==> config.mk <==
export PLATFORM = sky130hd
export DESIGN_NAME = lsu_mem_access_flat
export DESIGN_NICKNAME = d
export VERILOG_FILES = /design/src/rtl/lsu_mem_access_if.sv /design/src/rtl/lsu_mem_access.sv /design/src/flat_wrapper.sv
export SDC_FILE = /design/constraint.sdc
export NUM_CORES = 1
export LEC_CHECK = 0
export BUFFER_PORTS_ARGS = -buffer_cell sky130_fd_sc_hd__clkbuf_2
export CAP_MARGIN = 20
export CELL_PAD_IN_SITES_DETAIL_PLACEMENT = 1
export CELL_PAD_IN_SITES_GLOBAL_PLACEMENT = 1
export CORE_ASPECT_RATIO = 0.9
export CORE_MARGIN = 8
export CORE_UTILIZATION = 41
export CTS_CLUSTER_DIAMETER = 30
export DETAILED_ROUTE_END_ITERATION = 8
export HOLD_SLACK_MARGIN = 0.05
export PLACE_DENSITY = 0.93
export SLEW_MARGIN = 20
export SYNTH_ARGS = -nofsm -noshare
export SYNTH_HDL_FRONTEND = slang
export SYNTH_SLANG_ARGS = --single-unit
export TNS_END_PERCENT = 5
==> constraint.sdc <==
create_clock -name clk -period 5.6 [get_ports clk]
set_input_delay 0.28 -clock clk [delete_from_list [all_inputs] [get_ports clk]]
set_output_delay 0.28 -clock clk [all_outputs]
set_load 0.01 [all_outputs]
==> src/rtl/lsu_mem_access_if.sv <==
// Data-memory bus between the load/store unit (master) and the memory (slave).
// Latency: none, wires only.
// Backpressure: the master holds its request until mem_gnt; read data returns on mem_rvalid.
//
// Signals:
//   mem_req    master->slave  request valid
//   mem_gnt    slave->master  request accepted this cycle
//   mem_we     master->slave  1 = write
//   mem_be     master->slave  byte enables
//   mem_addr   master->slave  word-aligned address
//   mem_wdata  master->slave  lane-replicated write data
//   mem_rvalid slave->master  read data valid (never in the same cycle as its grant)
//   mem_rdata  slave->master  read word
interface lsu_mem_access_if #(
  parameter int XLEN = 32
);
  logic            mem_req;
  logic            mem_gnt;
  logic            mem_we;
  logic [3:0]      mem_be;
  logic [XLEN-1:0] mem_addr;
  logic [XLEN-1:0] mem_wdata;
  logic            mem_rvalid;
  logic [XLEN-1:0] mem_rdata;

  modport master (
    output mem_req, mem_we, mem_be, mem_addr, mem_wdata,
    input  mem_gnt, mem_rvalid, mem_rdata
  );

  modport slave (
    input  mem_req, mem_we, mem_be, mem_addr, mem_wdata,
    output mem_gnt, mem_rvalid, mem_rdata
  );
endinterface

==> src/rtl/lsu_mem_access.sv <==
// MEM-stage load/store unit: aligns stores, extracts/extends loads, flags misaligned accesses.
// Latency: store 2 cycles, load 3 cycles (accept to resp_valid, minimum), misaligned 1 cycle.
// Backpressure: busy stalls the pipeline until DONE; bus request held until mem_gnt.
//
// Ports:
//   clk, rst       clock (rising edge), asynchronous active-high reset
//   req_valid      MEM-stage instruction valid (inputs stable while busy)
//   read_write     access code, bit3 = memory op
//   addr, wdata    effective byte address, store source
//   busy           pipeline stall request
//   resp_valid     one-cycle completion pulse
//   rdata          extended load data (zero for stores/faults during resp_valid)
//   misaligned     alignment fault, valid with resp_valid
//   mem            data-memory bus (master side)
module lsu_mem_access #(
  parameter int XLEN = 32
) (
  input  logic             clk,
  input  logic             rst,
  input  logic             req_valid,
  input  logic [3:0]       read_write,
  input  logic [XLEN-1:0]  addr,
  input  logic [XLEN-1:0]  wdata,
  output logic             busy,
  output logic             resp_valid,
  output logic [XLEN-1:0]  rdata,
  output logic             misaligned,
  lsu_mem_access_if.master mem
);

  localparam logic [1:0] ST_IDLE = 2'd0;
  localparam logic [1:0] ST_REQ  = 2'd1;
  localparam logic [1:0] ST_WAIT = 2'd2;
  localparam logic [1:0] ST_DONE = 2'd3;

  localparam logic [1:0] SZ_BYTE = 2'd0;
  localparam logic [1:0] SZ_HALF = 2'd1;
  localparam logic [1:0] SZ_WORD = 2'd2;

  // Decoded access: {store, unsigned, size[1:0]}
  function automatic logic [3:0] decode(input logic [2:0] code);
    logic [3:0] d;
    case (code)
      3'b000:  d = {1'b0, 1'b0, SZ_BYTE}; // lb
      3'b001:  d = {1'b0, 1'b0, SZ_HALF}; // lh
      3'b010:  d = {1'b0, 1'b0, SZ_WORD}; // lw
      3'b011:  d = {1'b1, 1'b0, SZ_BYTE}; // sb
      3'b100:  d = {1'b0, 1'b1, SZ_BYTE}; // lbu
      3'b101:  d = {1'b0, 1'b1, SZ_HALF}; // lhu
      3'b110:  d = {1'b1, 1'b0, SZ_HALF}; // sh
      default: d = {1'b1, 1'b0, SZ_WORD}; // sw
    endcase
    return d;
  endfunction

  function automatic logic is_misaligned(input logic [1:0] size, input logic [1:0] lo);
    return ((size == SZ_HALF) && lo[0]) || ((size == SZ_WORD) && (lo != 2'b00));
  endfunction

  logic [1:0]      state;
  logic [3:0]      op_q;
  logic [XLEN-1:0] addr_q;
  logic [XLEN-1:0] wdata_q;
  logic [XLEN-1:0] load_q;
  logic            mis_q;

  logic [3:0]      in_dec;
  logic            in_mis;
  logic            accept;
  logic [3:0]      q_dec;
  logic            q_store;
  logic            q_uns;
  logic [1:0]      q_size;

  assign in_dec  = decode(read_write[2:0]);
  assign in_mis  = is_misaligned(in_dec[1:0], addr[1:0]);
  assign accept  = req_valid & read_write[3];

  assign q_dec   = decode(op_q[2:0]);
  assign q_store = q_dec[3];
  assign q_uns   = q_dec[2];
  assign q_size  = q_dec[1:0];

  // Bus outputs are derived from the captured access, so they stay stable
  // for the whole REQ phase regardless of what the pipeline does.
  logic [3:0]      be_calc;
  logic [XLEN-1:0] wdata_calc;

  always_comb begin
    be_calc    = 4'b0000;
    wdata_calc = '0;
    case (q_size)
      SZ_BYTE: begin
        be_calc    = 4'b0001 << addr_q[1:0];
        wdata_calc = {4{wdata_q[7:0]}};
      end
      SZ_HALF: begin
        be_calc    = 4'b0011 << {addr_q[1], 1'b0};
        wdata_calc = {2{wdata_q[15:0]}};
      end
      default: begin
        be_calc    = 4'b1111;
        wdata_calc = wdata_q;
      end
    endcase
  end

  assign mem.mem_req   = (state == ST_REQ);
  assign mem.mem_we    = (state == ST_REQ) & q_store;
  // op_q is zero out of reset, which keeps the byte enables quiet until the first access.
  assign mem.mem_be    = op_q[3] ? be_calc : 4'b0000;
  assign mem.mem_addr  = {addr_q[XLEN-1:2], 2'b00};
  assign mem.mem_wdata = wdata_calc;

  // Load lane extraction from the returned word.
  logic [7:0]      lane_byte;
  logic [15:0]     lane_half;
  logic [XLEN-1:0] load_ext;

  always_comb begin
    lane_byte = mem.mem_rdata[{addr_q[1:0], 3'b000} +: 8];
    lane_half = mem.mem_rdata[{addr_q[1], 4'b0000} +: 16];
    load_ext  = mem.mem_rdata;
    case (q_size)
      SZ_BYTE: load_ext = q_uns ? {{(XLEN-8){1'b0}}, lane_byte}
                                : {{(XLEN-8){lane_byte[7]}}, lane_byte};
      SZ_HALF: load_ext = q_uns ? {{(XLEN-16){1'b0}}, lane_half}
                                : {{(XLEN-16){lane_half[15]}}, lane_half};
      default: load_ext = mem.mem_rdata;
    endcase
  end

  always_ff @(posedge clk or posedge rst) begin
    if (rst) begin
      state   <= ST_IDLE;
      op_q    <= 4'b0000;
      addr_q  <= '0;
      wdata_q <= '0;
      load_q  <= '0;
      mis_q   <= 1'b0;
    end else begin
      case (state)
        ST_IDLE: begin
          if (accept) begin
            op_q    <= read_write;
            addr_q  <= addr;
            wdata_q <= wdata;
            mis_q   <= in_mis;
            // Faulting accesses go straight to the response without touching the bus.
            state   <= in_mis ? ST_DONE : ST_REQ;
          end
        end
        ST_REQ: begin
          if (mem.mem_gnt) begin
            state <= q_store ? ST_DONE : ST_WAIT;
          end
        end
        ST_WAIT: begin
          if (mem.mem_rvalid) begin
            load_q <= load_ext;
            state  <= ST_DONE;
          end
        end
        default: begin
          mis_q <= 1'b0;
          state <= ST_IDLE;
        end
      endcase
    end
  end

  // busy drops in DONE so the pipeline advances on the same edge that returns to IDLE.
  assign busy = ~rst & ((state == ST_REQ) | (state == ST_WAIT) |
                        ((state == ST_IDLE) & accept));

  assign resp_valid = (state == ST_DONE);
  assign misaligned = resp_valid & mis_q;

  // The last load result is kept visible; only a store or fault response reads as zero.
  assign rdata = (resp_valid & (q_store | mis_q)) ? '0 : load_q;

endmodule

==> src/flat_wrapper.sv <==
// flat-port wrapper written by rule: the top's interface ports become plain ports
module lsu_mem_access_flat 
#(
  parameter int XLEN = 32
)
  (clk, rst, req_valid, read_write, addr, wdata, busy, resp_valid, rdata, misaligned, mem_mem_req, mem_mem_we, mem_mem_be, mem_mem_addr, mem_mem_wdata, mem_mem_gnt, mem_mem_rvalid, mem_mem_rdata);
  lsu_mem_access_if #(.XLEN(XLEN)) mem_i ();
  input  logic clk;
  input  logic rst;
  input  logic req_valid;
  input  logic [3:0] read_write;
  input  logic [XLEN-1:0] addr;
  input  logic [XLEN-1:0] wdata;
  output logic busy;
  output logic resp_valid;
  output logic [XLEN-1:0] rdata;
  output logic misaligned;
  output wire logic [$bits(mem_i.mem_req)-1:0] mem_mem_req;
  output wire logic [$bits(mem_i.mem_we)-1:0] mem_mem_we;
  output wire logic [$bits(mem_i.mem_be)-1:0] mem_mem_be;
  output wire logic [$bits(mem_i.mem_addr)-1:0] mem_mem_addr;
  output wire logic [$bits(mem_i.mem_wdata)-1:0] mem_mem_wdata;
  input wire logic [$bits(mem_i.mem_gnt)-1:0] mem_mem_gnt;
  input wire logic [$bits(mem_i.mem_rvalid)-1:0] mem_mem_rvalid;
  input wire logic [$bits(mem_i.mem_rdata)-1:0] mem_mem_rdata;
  assign mem_mem_req = mem_i.mem_req;
  assign mem_mem_we = mem_i.mem_we;
  assign mem_mem_be = mem_i.mem_be;
  assign mem_mem_addr = mem_i.mem_addr;
  assign mem_mem_wdata = mem_i.mem_wdata;
  assign mem_i.mem_gnt = mem_mem_gnt;
  assign mem_i.mem_rvalid = mem_mem_rvalid;
  assign mem_i.mem_rdata = mem_mem_rdata;
  lsu_mem_access #(.XLEN(XLEN)) u_core (.clk(clk), .rst(rst), .req_valid(req_valid), .read_write(read_write), .addr(addr), .wdata(wdata), .busy(busy), .resp_valid(resp_valid), .rdata(rdata), .misaligned(misaligned), .mem(mem_i));
endmodule
# [Word-level counts from Yosys, hierarchy flattened]
# Cells that the tools add are included.
[word_totals] regBits=103 inputBits=105 output_inout_bits=105 wordCells=72
[classes] n_eq_ne=21 shifts=4 n_mux=17 bitwise=11 n_reduce_logical=13
[ops] operator="one-hot mux 32 bit (2 select lines)" count=2
[ops] operator="2-to-1 mux 32 bit" count=3
[ops] operator="variable part select 32 x 6 -> 16 bit" count=1
[ops] operator="variable part select 32 x 6 -> 8 bit" count=1
[ops] operator="one-hot mux 4 bit (7 select lines)" count=1
[ops] operator="equality test 3 bit (second input constant)" count=6
[ops] operator="one-hot mux 2 bit (7 select lines)" count=1
[ops] operator="equality test 3 x 2 -> 1 bit (second input constant)" count=4
[ops] operator="2-to-1 mux 2 bit" count=4
[ops] operator="one-hot mux 4 bit (2 select lines)" count=1
[ops] operator="AND 1 bit" count=6
[ops] operator="equality test 2 x 1 -> 1 bit (second input constant)" count=3
[ops] operator="equality test 2 bit (second input constant)" count=3
[ops] operator="equality test 3 x 1 -> 1 bit (second input constant)" count=2
[ops] operator="logical NOT 3 bit" count=2
[ops] operator="one-hot mux 2 bit (3 select lines)" count=1
[ops] operator="AND reduction 2 bit" count=3
[ops] operator="logical NOT 2 bit" count=2
[ops] operator="2-to-1 mux 4 bit" count=1
[ops] operator="inequality test 2 x 1 -> 1 bit (second input constant)" count=2
[ops] operator="left shift 1 x 2 -> 4 bit (first input constant)" count=1
[ops] operator="left shift 2 x 2 -> 4 bit (first input constant)" count=1
[ops] operator="bitwise OR 1 bit" count=3
[ops] operator="AND reduction 3 bit" count=1
[ops] operator="8 further kinds" count=11

# [Longest topological paths before layout]
[depth] word_depth=8 depth_mapped=7 depth_no_buf=6

# [Least setup slack after synthesis]
# No wires, ideal clock.
[synth_timing] path_kind="register to register" start="register u_core.state[0]" end="register u_core.wdata_q[10]" setup_time_ns=0.125 arrival_time_ns=1.872 t_required_ns=5.475 setup_slack_ns=3.603 stages_incl_launch_ff=7 path_buffers=2 period_less_slack_ns=1.997 path_cell_list="dfrtp_1 -> inv_1 -> ha_1 -> nand3_1 -> buf_1 -> buf_1 -> mux2_2"
[synth_between] elab_chain_cells=2
[synth_rtl] item="from (decl)" line_no="lsu_mem_access.sv:60" rtl="logic [1:0] state;"
[synth_rtl] item="from (signal assigned)" line_no="lsu_mem_access.sv:150" rtl="state <= in_mis ? ST_DONE : ST_REQ;"
[synth_rtl] item="from (signal assigned)" line_no="lsu_mem_access.sv:155" rtl="state <= q_store ? ST_DONE : ST_WAIT;"
[synth_rtl] item="logical NOT 2 bit" line_no="lsu_mem_access.sv:142" rtl="case (state)"
[synth_rtl] item="AND reduction 2 bit (no source line)"
[synth_rtl] item="to (signal assigned)" line_no="lsu_mem_access.sv:147" rtl="wdata_q <= wdata;"
[synth_rtl] item="to (decl)" line_no="lsu_mem_access.sv:63" rtl="logic [XLEN-1:0] wdata_q;"
# Every way passes these cells.
# A chain may end at the register's enable or synchronous reset.

# [Final worst setup path]
[layout_timing] start="register u_core.op_q[0]" end="output mem_mem_wdata[21]"
[layout_between] elab_chain_cells=4 word_cells_on_any_way=11 classes_between="eq/ne (7); mux (2); reduce/logical (2)"
[layout_rtl] item="from (decl)" line_no="lsu_mem_access.sv:61" rtl="logic [3:0] op_q;"
[layout_rtl] item="from (signal assigned)" line_no="lsu_mem_access.sv:145" rtl="op_q <= read_write;"
[layout_rtl] item="equality test 3 bit, or another cell as far along" line_no="lsu_mem_access.sv:43" rtl="case (code)"
[layout_rtl] item="one-hot mux 4 bit (7 select lines) *" line_no="lsu_mem_access.sv:43"
[layout_rtl] item="equality test 2 x 1 -> 1 bit / logical NOT 2 bit (equally long branches)" line_no="lsu_mem_access.sv:92" rtl="case (q_size)"
[layout_rtl] item="one-hot mux 32 bit (2 select lines) *" line_no="lsu_mem_access.sv:92"
[layout_rtl] item="to (decl)" line_no="flat_wrapper.sv:22" rtl="output wire logic [$bits(mem_i.mem_wdata)-1:0] mem_mem_wdata;"
# Mark *: on every way between the ends. The rest lies on a longest branch, timed or not.

==> impl_metrics.py <==
metrics = {
    "global_routing": {
        "grtUsageTotal_pct": 20.8,
        "grt_start_max_net_pins": 70,
        "grt_antenna_before_repair": 0,
        "first_global_vias": 5443,
        "grt_pass1_wl_um": 29800,
        "grt_overflow": 0,
    },
    "synth": {
        "seq_area_frac_synth_pct": 44.1,
        "synth.avg_cell_area_um2": 10.5,
        "synth_flop_cell": "dfrtp_1",
        "synth_top_family_by_area": "multiplexers",
        "yosysMostFrequentCell": "dfrtp_1",
        "ys_ff_latch": 103,
        "netlist.area_leader.share_pct": 44.1,
        "netlist_area_um2": 5840,
        "synth_fa_ha_area_share_pct": 0.857,
        "synth_edf_count": 0,
        "yosys.area_share.simple_pct": 12.9,
        "yosys.area.top_type": "dfrtp_1",
        "ys_types": 46,
        "synth.area.top_cells": "dfrtp_1 (44%), mux2_2 (15%), buf_4 (5.1%)",
        "async_flop_share_pct": 100,
        "synth_compound_area_share_pct": 13.5,
        "synth_commonest_cells": "dfrtp_1 (103), mux2_2 (80), nand2_1 (54)",
        "netlist_instances": 555,
        "yosys_warnings": 0,
        "synthMuxAreaShare_pct": 19.3,
        "synth-xor-area-share_pct": 0.450,
    },
    "min_path": {
        "hp-class": "in -> reg",
        "hold_path_end": "u_core.wdata_q[15]$_DFFE_PP0P_",
        "hp-start": "wdata[15]",
        "min_path_cells": 2,
    },
    "timing": {
        "finalMaxSlewViolations": 0,
        "tightestPinTransition_ns": 0.988,
        "slew-limit-headroom_pct": 34.2,
        "fin_skew_ns": 0.00670,
        "setup_violations": 0,
        "fin_crit_ns": 3.39,
        "fin_tns_setup_ns": 0,
        "hold_viol_final": 0,
        "rsz0062_at_grt": "false",
        "max_freq_mhz": 295,
        "period_share_pct": 60.5,
    },
    "setup_path": {
        "crit_type": "reg -> out",
        "regToRegStartpoint": "u_core.addr_q[1]$_DFFE_PP0P_",
        "cp_data_arrival_time_ns": 3.11,
        "cp_data_required_time_ns": 5.32,
        "cp-start-kind": "register",
        "reg2reg_to": "u_core.load_q[26]$_DFFE_PP0P_",
        "cp_max_fo": 30,
        "rr_worst_depth": 4,
        "rrSetupSlack_ns": 2.97,
        "end_kind": "output port",
    },
    "run_status": {
        "run_status": "complete, no violations",
    },
    "detailed_routing": {
        "final_antenna_net_count": 0,
        "route.met3.wl_um": 1880,
        "drt_iter0_markers": 303,
        "first_pass_iters": 4,
        "vias_per_cell": 5.46,
        "vias": 4894,
        "met2WireLength_um": 9020,
        "dr.max_layer_used": "met4",
        "drc": 0,
        "met1_length_um": 7630,
        "wire_per_inst_um": 21.0,
        "drt-total-wl_um": 18900,
    },
    "clocking": {
        "clk_pin_slew_ns": 0.08,
        "cts-buffers-inserted": 9,
        "root_buffer": "clkbuf_16",
        "cts_tree": "yes",
        "clockBufferDepth": 2,
        "post-cts-setup-buffer-count": 0,
        "h-tree-depth": 3,
        "clock-sinks": 103,
        "insertion_delay_ns": 0.35,
    },
    "final_layout": {
        "syn_to_final_growth_pct": 19.6,
        "final_area_um2": 6990,
        "drive_gt1_share_pct": 46.7,
        "num_antenna_cells": 0,
        "finalNonFillerCells": 897,
        "nets": 809,
    },
    "floorplan": {
        "coreArea_um2": 14000,
        "start_util_pct": 41.9,
        "io_pins": 210,
        "dieHeight_um": 129,
        "rows": 41,
        "die_w_um": 142,
        "dieArea_um2": 18300,
    },
    "pwr": {
        "peakVddDrop_uv": 356,
        "powerDensity_nw_per_um2": 653,
        "p_leak_nw": 3.36,
    },
    "placement": {
        "hpwl_um": 14400,
        "dpl_cell_area_um2": 6690,
        "dp_cells": 881,
        "portBuffers": 207,
        "finalWeightedCongestion": 0.872,
    },
    "flow_run": {
        "maxCapViolCount": 0,
    },
}
==> kinds of logic (layout without fill, tap and decap cells) <==
family | count (synthesis) | after routing
other | 1 | 2
adders and majority gates | 4 | 4
and+or+nand+nor | 150 | 150
AOI/OAI and AO/OA | 112 | 112
DFF | 103 | 103
buffers and inverters | 90 | 238
xor gates and xnor gates | 3 | 3
muxes | 92 | 92
==> repair_timing <==
action	CTS	global route
gates resized for setup	0	0
endpoints found under the hold margin	39	0
hold buffers	1	0
==> through the flow <==
stage / worst slack (ns) / total power, mW / utilization (%) / hold WS, ns
finish: 2.21 / 4.56 / 50.1 / 0.152
global route: 1.93 / 4.90 / 50.1 / 0.137
detailed placement: 2.64 / 3.98 / 47.9 / 0.364
CTS: 2.22 / 4.61 / 50.0 / 0.137
global placement: 2.85 / 3.82 / 47.9 / 0.324
floorplan: 2.62 / 3.20 / - / 0.416
==> layer usage <==
layer	GRT usage (%)	up-vias
met5	0	-
met4	5.93	0
met3	8.35	23
met2	34.3	238
met1	24.6	2420
li1	-	2213
==> placed cells by master, fill, tap and decap left out, types with 5 or more instances in the layout <==
cell	n
nor2_1	18
clkbuf_2	207
a31oi_1	8
and2_1	36
o22ai_2	10
nor2b_1	5
mux4_2	7
o21ai_0	10
dfrtp_1	103
nor3_1	9
clkbuf_16	9
o22ai_1	16
inv_1	10
nand2b_1	6
and3_1	13
mux2_2	80
o211ai_1	11
a211oi_1	8
a21oi_1	23
nand2_1	54
==> how the worst max path moves through the flow <==
stage | from | to | slack, ns
floorplan | rst | u_core.addr_q[0]$_DFFE_PP0P_ | 2.62
global placement | u_core.op_q[0]$_DFFE_PP0P_ | mem_mem_wdata[22] | 2.85
detailed placement | u_core.op_q[0]$_DFFE_PP0P_ | mem_mem_wdata[16] | 2.64
CTS | u_core.op_q[0]$_DFFE_PP0P_ | mem_mem_wdata[16] | 2.22
global route | u_core.op_q[0]$_DFFE_PP0P_ | mem_mem_wdata[21] | 1.93
finish | u_core.op_q[0]$_DFFE_PP0P_ | mem_mem_wdata[21] | 2.21
==> final cells by class <==
| class | instances | area [µm²] |
|---|---|---|
| Timing Repair Buffer | 212 | 1080 |
| Clock buffer | 9 | 225 |
| Clock inverter | 6 | 51.3 |
| Inverter | 11 | 43.8 |
| Fill cell | 1628 | 6970 |
| Sequential cell | 103 | 2580 |
| Multi-Input combinational cell | 363 | 2770 |
| Tap cell | 193 | 241 |
==> where the power goes <==
group          internal, mW  switching, mW
combinational          1.12           1.35
clock                 0.307          0.302
sequential             1.12          0.367
total                  2.54           2.02
==> critical path, cell delays in order (launching register included) <==
cell and delay [ns]:
dfrtp_1 0.72, xnor2_1 0.92, nand2_1 0.54, mux2_2 0.43
clkbuf_2 0.13
==> registers in the layout (all words and copies together), names as in the netlist <==
| signal | cells |
|---|---|
| u_core.wdata_q | 32 |
| u_core.load_q | 32 |
| u_core.op_q | 4 |
| u_core.state | 2 |
| u_core.addr_q | 32 |
| u_core.mis_q | 1 |
No activity file was read; power rests on OpenSTA's default activity.
